**config.mk**
```make
export PLATFORM = sky130hd
export DESIGN_NAME = qif_syn_current
export DESIGN_NICKNAME = d
export VERILOG_FILES = /design/src/rtl/qif_pkg.sv /design/src/rtl/qif_sat_add.sv /design/src/rtl/qif_syn_current.sv
export SDC_FILE = /design/constraint.sdc
export NUM_CORES = 1
export LEC_CHECK = 0
export ABC_AREA = 1
export ABC_CLOCK_PERIOD_IN_PS = 2500
export CORE_ASPECT_RATIO = 1.2
export CORE_UTILIZATION = 45
export DETAILED_ROUTE_END_ITERATION = 7
export HOLD_SLACK_MARGIN = 0.15
export PLACE_DENSITY_LB_ADDON = 0.05
export SYNTH_ARGS = -nofsm -noshare
export SYNTH_HDL_FRONTEND = slang
export SYNTH_SLANG_ARGS = --single-unit
```
**constraint.sdc**
```tcl
create_clock -name clk -period 2.5 [get_ports clk]
set_input_delay 0.375 -clock clk [delete_from_list [all_inputs] [get_ports clk]]
set_output_delay 0.375 -clock clk [all_outputs]
set_load 0.01 [all_outputs]
```
**src/rtl/qif_pkg.sv**
```systemverilog
// Shared QIF types and helpers: current/voltage widths, synaptic FSM states, 8-bit saturation.
// Used by both the synaptic current feeder and the neuron.
package qif_pkg;

  localparam int I_W       = 8;
  localparam int V_W       = 8;
  localparam int ACC_W_DEF = 12;

  typedef logic signed [I_W-1:0] i_syn_t;
  typedef logic signed [7:0]     weight_t;

  typedef enum logic [1:0] {IDLE, DECAY, SCAN, OUT} syn_state_e;

  function automatic i_syn_t sat8(input int v);
    if (v > 127)  return 8'sh7F;
    if (v < -128) return 8'sh80;
    return i_syn_t'(v);
  endfunction

endpackage

```
**src/rtl/qif_sat_add.sv**
```systemverilog
// Signed accumulator plus signed 8-bit weight, clamped to the accumulator range instead of wrapping.
module qif_sat_add #(
  parameter int ACC_WIDTH = 12
) (
  input  logic signed [ACC_WIDTH-1:0] acc,
  input  logic signed [7:0]           w,
  output logic signed [ACC_WIDTH-1:0] sum
);

  logic [ACC_WIDTH:0] wide;

  assign wide = {acc[ACC_WIDTH-1], acc} + {{(ACC_WIDTH-7){w[7]}}, w};

  // Differing top two bits of the widened sum mean the true result left the range.
  always_comb begin
    sum = wide[ACC_WIDTH-1:0];
    if (wide[ACC_WIDTH] != wide[ACC_WIDTH-1])
      sum = wide[ACC_WIDTH] ? {1'b1, {(ACC_WIDTH-1){1'b0}}}
                            : {1'b0, {(ACC_WIDTH-1){1'b1}}};
  end

endmodule

```
**src/rtl/qif_syn_current.sv**
```systemverilog
// Synaptic current feeder: per tick, leak the accumulator, add weights of spiking inputs serially, emit sat8(acc>>>OUT_SHIFT).
// Optional feature macro: SYN_SPIKE_COUNT_EN adds the saturating spike_cnt output.
module qif_syn_current
  import qif_pkg::*;
#(
  parameter int N_INPUTS    = 4,
  parameter int ACC_WIDTH   = ACC_W_DEF,
  parameter int DECAY_SHIFT = 3,
  parameter int OUT_SHIFT   = 2,
  localparam int AW         = (N_INPUTS > 1) ? $clog2(N_INPUTS) : 1
) (
  input  logic                clk,
  input  logic                rst_n,
  input  logic                tick,
  input  logic [N_INPUTS-1:0] spike_in,
  input  logic                w_wr_en,
  input  logic [AW-1:0]       w_wr_addr,
  input  logic signed [7:0]   w_wr_data,
  output i_syn_t              I_syn,
  output logic                I_syn_valid,
  output logic                busy,
`ifdef SYN_SPIKE_COUNT_EN
  output logic [15:0]         spike_cnt,
`endif
  output logic                tick_ovr
);

  syn_state_e                   state;
  logic [N_INPUTS-1:0]          mask;
  logic [AW-1:0]                idx;
  logic signed [ACC_WIDTH-1:0]  acc;
  logic signed [ACC_WIDTH-1:0]  acc_add;
  weight_t                      w [N_INPUTS];
  logic [31:0]                  addr_ext;

  assign addr_ext = 32'(w_wr_addr);

  always_ff @(posedge clk or negedge rst_n) begin
    if (!rst_n) begin
      for (int i = 0; i < N_INPUTS; i++) w[i] <= '0;
    end else if (w_wr_en && (addr_ext < N_INPUTS)) begin
      w[w_wr_addr] <= w_wr_data;
    end
  end

  qif_sat_add #(.ACC_WIDTH(ACC_WIDTH)) u_sat_add (
    .acc (acc),
    .w   (w[idx]),
    .sum (acc_add)
  );

  always_ff @(posedge clk or negedge rst_n) begin
    if (!rst_n) begin
      state       <= IDLE;
      acc         <= '0;
      mask        <= '0;
      idx         <= '0;
      I_syn       <= '0;
      I_syn_valid <= 1'b0;
      busy        <= 1'b0;
      tick_ovr    <= 1'b0;
    end else begin
      I_syn_valid <= 1'b0;
      if (tick && (state != IDLE)) tick_ovr <= 1'b1;
      case (state)
        IDLE: begin
          if (tick) begin
            mask  <= spike_in;
            busy  <= 1'b1;
            state <= DECAY;
          end
        end
        DECAY: begin
          // Floor shift: -1 leaks to 0, small positives never leak.
          acc   <= acc - (acc >>> DECAY_SHIFT);
          idx   <= '0;
          state <= SCAN;
        end
        SCAN: begin
          if (mask[idx]) acc <= acc_add;
          if (idx == AW'(N_INPUTS - 1)) state <= OUT;
          else                          idx   <= idx + 1'b1;
        end
        OUT: begin
          I_syn       <= sat8(int'(acc >>> OUT_SHIFT));
          I_syn_valid <= 1'b1;
          busy        <= 1'b0;
          state       <= IDLE;
        end
        default: state <= IDLE;
      endcase
    end
  end

`ifdef SYN_SPIKE_COUNT_EN
  logic [16:0] cnt_sum;

  assign cnt_sum = {1'b0, spike_cnt} + 17'($countones(mask));

  always_ff @(posedge clk or negedge rst_n) begin
    if (!rst_n)              spike_cnt <= '0;
    else if (state == DECAY) spike_cnt <= cnt_sum[16] ? 16'hFFFF : cnt_sum[15:0];
  end
`endif

endmodule

```
# Word level (Yosys, flattened, before mapping)
# Cells that the tools add are included.
[totals]
output_inout_bits = 11
inputBits = 18
reg_bits = 63
[op_classes]
n_reduce_logical = 12
n_bitwise = 2
addsub = 3
order_cmp = 7
muxes = 29
n_eq_ne = 9
[ops]
columns = ["op", "n"]
rows = [
  ["$mux W8", 7],
  ["$mux W12", 3],
  ["$bwmux W32", 1],
  ["$pmux W12 S2", 1],
  ["$bmux W8 S2", 1],
  ["$demux W8 S2", 1],
  ["$add A12 B8 Y13", 1],
  ["$sub A12 B9 Y12", 1],
  ["$gt A10 B8 Y1 const B", 1],
  ["$lt A10 B8 Y1 const B", 1],
  ["$reduce_and A2 Y1", 5],
  ["$mux W1", 8],
  ["$ne A2 B2 Y1 const B", 4],
  ["$pmux W2 S4", 1],
  ["$eq A2 B2 Y1 const B", 3],
  ["$ge A3 B3 Y1 const B", 2],
  ["$lt A2 B3 Y1 const B", 2],
  ["$mux W2", 3],
  ["$not A2 Y3", 2],
  ["$reduce_bool A2 Y1", 3],
  ["$pmux W2 S2", 1],
  ["$logic_and A1 B1 Y1", 3],
  ["$lt A3 B1 Y1 const B", 1],
  ["$add A2 B1 Y2 const B", 1],
  ["other kinds (5)", 5],
]

# Longest topological paths before layout
# Gate-level depths: netlist of run 1.
[depth]
word_depth = 9
depth_mapped = 19
depth_no_buf = 18

# Modules after synthesis
# A second synthesis of run 1 with hierarchy kept.
[hier_totals]
cells_unflattened = 594
area_unflattened_um2 = 4257.8
[modules_own_cells]
columns = ["mod", "cells_per_inst", "seq_area_each_um2", "area_per_inst_um2", "instances"]
rows = [
  ["qif_syn_current", 444, 1576.5, 3470.8, 1],
  ["qif_sat_add", 150, 0.0, 787.0, 1],
]

# Worst setup path before layout of run 1
# No wires, ideal clock.
[synth_path]
kind = "reg-to-reg"
start = "reg idx[0]"
end = "reg acc[3]"
required_time_ns = 2.383
path_buffers = 2
stages_incl_launch_ff = 20
setup_slack_ns = -0.182
synth_period_minus_slack_ns = 2.682
t_arrival_ns = 2.565
cell_sequence = "dfrtp_1 -> buf_2 -> clkbuf_1 -> nor2_1 -> o22ai_1 -> ha_1 -> inv_1 -> fa_1 -> inv_1 -> nand3_1 -> nand2_1 -> nand3_2 -> nand3_1 -> nand2_1 -> nand2_2 -> nand2_4 -> nand2_4 -> nor2_2 -> nor2_1 -> nor2_1"
[synth_via]
elab_chain_len = 9
elab_cells_between_ends = 14
cone_classes = "add/sub: 1; eq/ne: 2; mux: 9; bitwise: 1; reduce/logical: 1"
[synth_rtl]
columns = ["element", "line", "source"]
rows = [
  ["from (decl)", "qif_syn_current.sv:30", "logic [AW-1:0] idx;"],
  ["from (signal assigned)", "qif_syn_current.sv:82", "else idx <= idx + 1'b1;"],
  ["$not A2 Y3 (not written as such)", "qif_syn_current.sv:48", ".w (w[idx]),"],
  ["$bmux W8 S2", "qif_syn_current.sv:48", ""],
  ["$mux W8 (not written as such) (2 in series)", "qif_syn_current.sv:48", ""],
  ["$add A12 B8 Y13", "qif_sat_add.sv:12", "assign wide = {acc[ACC_WIDTH-1], acc} + {{(ACC_WIDTH-7){w[7]}}, w};"],
  ["$mux W12 or $ne A1 B1 Y1 (tied branches)", "qif_sat_add.sv:18, qif_sat_add.sv:17", ""],
  ["$mux W12", "qif_sat_add.sv:17", "if (wide[ACC_WIDTH] != wide[ACC_WIDTH-1])"],
  ["$mux W12", "qif_syn_current.sv:80", "if (mask[idx]) acc <= acc_add;"],
  ["$pmux W12 S2", "qif_syn_current.sv:65", "case (state)"],
  ["to (signal assigned)", "qif_syn_current.sv:75", "acc <= acc - (acc >>> DECAY_SHIFT);"],
  ["to (decl)", "qif_syn_current.sv:31", "logic signed [ACC_WIDTH-1:0] acc;"],
]
# Parallel ways exist; a longest one is shown, timed or not. The select of a mux whose other input is x is not followed.
# A chain may end at the register's enable or synchronous reset.

# Worst setup path after layout of run 1
[layout_path]
start = "reg idx[0]"
end = "reg acc[10]"
# The elaborated chain is that of the path after synthesis.

==> results.json, run 1 <==
{
  "most-common-layout-cells": "nand2_1 (124), inv_1 (63), dfrtp_1 (61)",
  "end_kind": "register",
  "max_freq_mhz": 395,
  "fin_setup_tns_ns": -0.0324,
  "cts.path.max_buffers": 2,
  "outcome": "finished, violations left",
  "setup_violations": 1,
  "gr-total-overflow": 0,
  "diodes": 0,
  "coreArea_um2": 9030,
  "mostFrequentLayoutCell": "nand2_1",
  "arrival_ns": 2.81,
  "synth-seq-cells": 63,
  "grt_pass1_wl_um": 18000,
  "ys_types": 37,
  "syn_to_final_growth_pct": 36.1,
  "drc_errors": 0,
  "ys_warn_count": 0,
  "worst_slack_ns": -0.0324,
  "synth_edf_count": 0,
  "insertion_delay_ns": 0.34,
  "hold_class": "register to register",
  "worst_pin_slew_ns": 0.640,
  "grt_max_degree": 27,
  "synthArstFlopShare_pct": 100,
  "die-area_um2": 9710,
  "design.portCount": 29,
  "skew_ns": 0.00569,
  "max_slew_margin_pct": 57.3,
  "io_buffers": 28,
  "drt-total-wl_um": 11200,
  "syn_inst": 567,
  "rsz0062_at_grt": "true",
  "cts_tree": "done",
  "failed_checks": "negative setup slack",
  "root_buffer": "clkbuf_8",
  "numCtsBuffers": 9,
  "htreeDepth": 3,
  "cp_max_fo": 6,
  "fp.dieH_um": 108,
  "viasPerCell": 5.23,
  "clk_pin_slew_ns": 0.07,
  "synthesis.nets": 618,
  "syn_area_um2": 4200,
  "dr_total_vias": 4055,
  "dieWidth_um": 90.1,
  "startpoint_type": "register",
  "antenna_found_initial": 0,
  "start_util_pct": 46.4,
  "nets": 703,
  "cp.required_ns": 2.78,
  "max_cap_viol_count": 0,
  "avgSynthCellArea_um2": 7.40,
  "gp_congestion": 0.886,
  "critical_path_class": "register to register",
  "rows": 38,
  "seq_area_frac_synth_pct": 37.6,
  "finalCritPeriodShare_pct": 101,
  "finalMaxSlewViolations": 0,
  "grt_pass1_vias": 3835,
  "drive_above_1_share_pct": 23.9,
  "dpl.hpwl_um": 8130,
  "grt_usage_pct": 23.5,
  "finalHoldViolations": 0,
  "clock_sinks": 63,
  "drt_iter0_markers": 219,
  "ys.flop_type": "dfrtp_1",
  "ant_nets": 0,
  "avgRoutedWirePerCell_um": 14.4,
  "finalCriticalPeriod_ns": 2.53,
  "dr.pass1.iters": 5
}
## sequential cells by signal, indices dropped and copies added, names as in the netlist
signal       count
w               32
acc             12
I_syn            8
mask             4
idx              2
state            2
I_syn_valid      1
busy             1
tick_ovr         1
## critical path, stage by stage (launching register included)
cell and delay [ns]:
dfrtp_2 0.47, buf_6 0.16, buf_4 0.13, nor2_1 0.09, o22ai_1 0.10, ha_2 0.43, nand2_4 0.09, buf_4 0.13
nor2_1 0.17, nand3_1 0.17, nand3_1 0.12, nand2_1 0.05, nand2_1 0.07, nand3_2 0.08, nand3_2 0.08, nand2_1 0.05
nand2_1 0.06
## Yosys cell counts (4+ instances only)
cell / n / area (µm²)
a21oi_1: 21 / 105
dfrtp_1: 63 / 1580
clkbuf_1: 7 / 26.3
o21ai_1: 4 / 20.0
nor2_2: 5 / 31.3
nor2_1: 55 / 206
nand4_1: 10 / 62.6
inv_1: 66 / 248
o22ai_1: 8 / 50.1
nand2_1: 142 / 533
nand3_1: 37 / 185
xnor2_1: 4 / 35.0
a31oi_1: 7 / 43.8
o21ai_0: 61 / 305
o21bai_1: 4 / 30.0
nand3_2: 5 / 50.1
a21oi_2: 5 / 43.8
ha_1: 31 / 388
nand2_2: 5 / 31.3
## kinds of logic (layout without fill, tap and decap cells)
family                     after synthesis  in the layout  share of synthesized area (%)
AOI/OAI and AO/OA                      118            118                           15.7
xor gates and xnor gates                 7              7                           1.46
adders and majority gates               33             33                           10.2
buffers and inverters                   79            168                           7.46
DFF                                     63             63                           37.6
and+or+nand+nor                        267            267                           27.6
## layer usage
metal	vias to the layer above	GRT usage, %	wire (µm)
met5	-	0	0
met3	24	4.17	332
met2	76	41.5	5770
li1	2040	-	-
met4	0	8.76	306
met1	1915	28.5	4800
## metrics by stage
step | utilization [%] | setup WS [ns] | hold WS (ns) | instance area, µm² | std cells
final | 63.2 | -0.0324 | 0.464 | 5710 | 776
after global routing | 63.2 | -0.170 | 0.495 | 5710 | 776
after CTS | 59.0 | 0.00133 | 0.467 | 5330 | 768
after detailed placement | 54.1 | -0.123 | 0.413 | 4880 | 746
after global placement | 54.1 | -0.0362 | 0.406 | 4880 | 746
after floorplan | - | 0.00723 | 0.0794 | 4220 | 567
## layout make-up
| type | instances | area [µm²] |
|---|---|---|
| Clock buffer | 12 | 155 |
| Clock inverter | 3 | 90.1 |
| Fill cell | 810 | 3320 |
| Inverter | 68 | 263 |
| Multi-Input combinational cell | 425 | 2710 |
| Sequential cell | 63 | 1580 |
| Tap cell | 120 | 150 |
| Timing Repair Buffer | 84 | 754 |
| Timing Repair inverter | 1 | 7.51 |
## worst paths after layout
| kind | start | endpoint | slack (ns) | cells after the start |
|---|---|---|---|---|
| worst max-delay path | idx[0] | acc[10] | -0.03 | 16 |
| worst min-delay path | tick_ovr | tick_ovr | 0.46 | 1 |
| worst max register to register | idx[0] | acc[10] | -0.03 | 16 |
| worst min register to register | tick_ovr | tick_ovr | 0.46 | 1 |
| max in group asynchronous | rst_n | w[31] | 1.18 | 3 |
| min in group asynchronous | rst_n | I_syn[4] | 0.56 | 2 |
## what timing repair did
item	CTS	global route
gates cloned	1	0
hold buffers	1	0
setup endpoints to repair	12	12
pin swaps	14	45
gates resized for setup	25	70
buffers inserted	5	8
endpoints found under the hold margin	24	0
Power of run 1 is not shown: default switching activity piles up to over one toggle a cycle in this logic, so the estimate is an artifact.
==> run 2: changes to the inputs <==
--- a/config.mk
+++ b/config.mk
@@ -9,6 +9,7 @@
 export ABC_CLOCK_PERIOD_IN_PS = 2500
 export CORE_ASPECT_RATIO = 1.2
 export CORE_UTILIZATION = 45
+export CTS_BUF_LIST = sky130_fd_sc_hd__clkbuf_16
 export DETAILED_ROUTE_END_ITERATION = 7
 export HOLD_SLACK_MARGIN = 0.15
 export PLACE_DENSITY_LB_ADDON = 0.05
==> run 2 against run 1 <==
Net effect: the run now ends clean; fmax increased by 1.6%; flip-flop and latch count unchanged; non-clock buffer count decreased by 1; clock-buffer cell count fell by 3; utilization fell by 0.055 points; die area did not move; design area barely moved; final cell count fell by 0.26%; global-route usage up 0.29 points; clock skew is 0.0012 ns lower; worst hold slack got worse by 0.0034 ns; sequential share of layout area is essentially flat; critical endpoint is now acc[0].
==> results.json, run 2 (synthesized netlist as in run 1, its figures left out) <==
{
  "cp_max_fo": 8,
  "ff2ff_setup_slack_ns": 0.007,
  "drive_above_1_share_pct": 22.8,
  "ant_nets": 0,
  "hold_class": "register to register",
  "final_util_pct": 63.1,
  "max_cap_viol_count": 0,
  "arrival_ns": 2.71,
  "nets": 701,
  "finalCriticalPeriod_ns": 2.49,
  "grtUsageMet2_pct": 41.8,
  "insertion_delay_ns": 0.33,
  "busiest_layer": "met2",
  "grt_usage_pct": 23.8,
  "drt-total-wl_um": 11200,
  "clk_pin_slew_ns": 0.05,
  "finalHoldViolations": 0,
  "place_inst": 746,
  "fin_area_um2": 5700,
  "startpoint_type": "register",
  "viasPerCell": 5.15,
  "r2r_cells": 18,
  "timing.hold.ws_ns": 0.460,
  "mostFrequentLayoutCell": "nand2_1",
  "gr-total-overflow": 0,
  "diodes": 0,
  "hold_end": "tick_ovr",
  "largest_register_ffs": 32,
  "regToRegStartpoint": "idx[0]",
  "dieWidth_um": 90.1,
  "io_buffers": 28,
  "grt_pass1_wl_um": 18100,
  "ff_latch_area_um2": 1580,
  "most-common-layout-cells": "nand2_1 (126), inv_1 (65), dfrtp_1 (61)",
  "syn_to_final_growth_pct": 36.0,
  "avgRoutedWirePerCell_um": 14.4,
  "root_buffer": "clkbuf_16",
  "rows": 38,
  "worstHoldStart": "tick_ovr",
  "n_fill_cell": 829,
  "dr.pass1.iters": 6,
  "finalCritPeriodShare_pct": 99.7,
  "start_util_pct": 46.4,
  "cp.required_ns": 2.71,
  "max_slew_margin_pct": 57.1,
  "drc_errors": 0,
  "gr-usage-met3_pct": 3.53,
  "multiInputGateArea_um2": 2660,
  "fp.dieH_um": 108,
  "stdcell_count": 774,
  "antenna_found_initial": 0,
  "die-area_um2": 9710,
  "htreeDepth": 3,
  "coreArea_um2": 9030,
  "setup_violations": 0,
  "critical_path_class": "register to register",
  "grt_max_degree": 27,
  "grt_pass1_vias": 3878,
  "largest-register": "w",
  "drt_iter0_markers": 224,
  "gp_congestion": 0.886,
  "end_kind": "register",
  "min_path_cells": 1,
  "rsz0062_at_grt": "true",
  "max_freq_mhz": 401,
  "finalMaxSlewViolations": 0,
  "cts_tree": "done",
  "reg_top3": "w (32), acc (12), I_syn (8)",
  "cts.path.max_buffers": 2,
  "use_met1_pct": 28.7,
  "outcome": "finished clean",
  "design.portCount": 29,
  "numCtsBuffers": 9,
  "skew_ns": 0.00448,
  "dpl.hpwl_um": 8130,
  "place_area_um2": 4880,
  "worst_pin_slew_ns": 0.644,
  "dr_total_vias": 3983,
  "timing.rr.end": "acc[0]",
  "clock_sinks": 63
}
[run 2: how the worst max path moves through the flow]
| stage | from | endpoint |
|---|---|---|
| floorplan | idx[0] | acc[3] |
| global placement | idx[0] | acc[4] |
| detailed placement | idx[0] | acc[3] |
| global route | idx[0] | acc[3] |
| finish | idx[0] | acc[0] |
| CTS | idx[0] | acc[3] |
[run 2: critical path, cell delays in order (launching register included)]
cell     delay [ns]
dfrtp_2        0.45
buf_6          0.15
buf_4          0.13
nor2_1         0.14
o22ai_2        0.12
ha_2           0.40
nand2_4        0.08
inv_1          0.06
nand2_1        0.06
nand2_2        0.07
nand2_2        0.08
nand3_2        0.09
nand2_1        0.06
nand2_2        0.10
nand2_4        0.10
nand2_4        0.10
nor2_2         0.03
nor2_1         0.09
nor2_1         0.05
[run 2: routing by layer]
metal,share of wire (%),routed length [µm],vias to the layer above
li1,-,-,2037
met1,43,4810,1859
met2,51,5740,65
met3,2.6,294,22
met4,2.7,305,0
met5,0,0,-
[run 2: per-stage QoR]
step                      setup TNS, ns  setup WS (ns)
after floorplan                       0        0.00723
after global placement           -0.140        -0.0362
after detailed placement          -1.05         -0.123
after CTS                             0         0.0117
after global routing              -1.39         -0.157
final                                 0        0.00749
[run 2: area by class of cell]
cell class	count	share of cell area (%)
Timing Repair Buffer	83	12.7
Sequential cell	63	27.7
Clock buffer	9	3.95
Inverter	68	4.61
Clock inverter	6	1.78
Tap cell	120	2.63
Multi-Input combinational cell	425	46.6
[run 2: repair_timing]
item | in CTS | in global routing
gates resized for setup | 22 | 61
hold buffers | 1 | 0
pin swaps | 11 | 37
endpoints found under the setup margin | 12 | 12
hold endpoints to repair | 24 | 0
buffers inserted | 8 | 4
Power of run 2 is left out for the same reason.
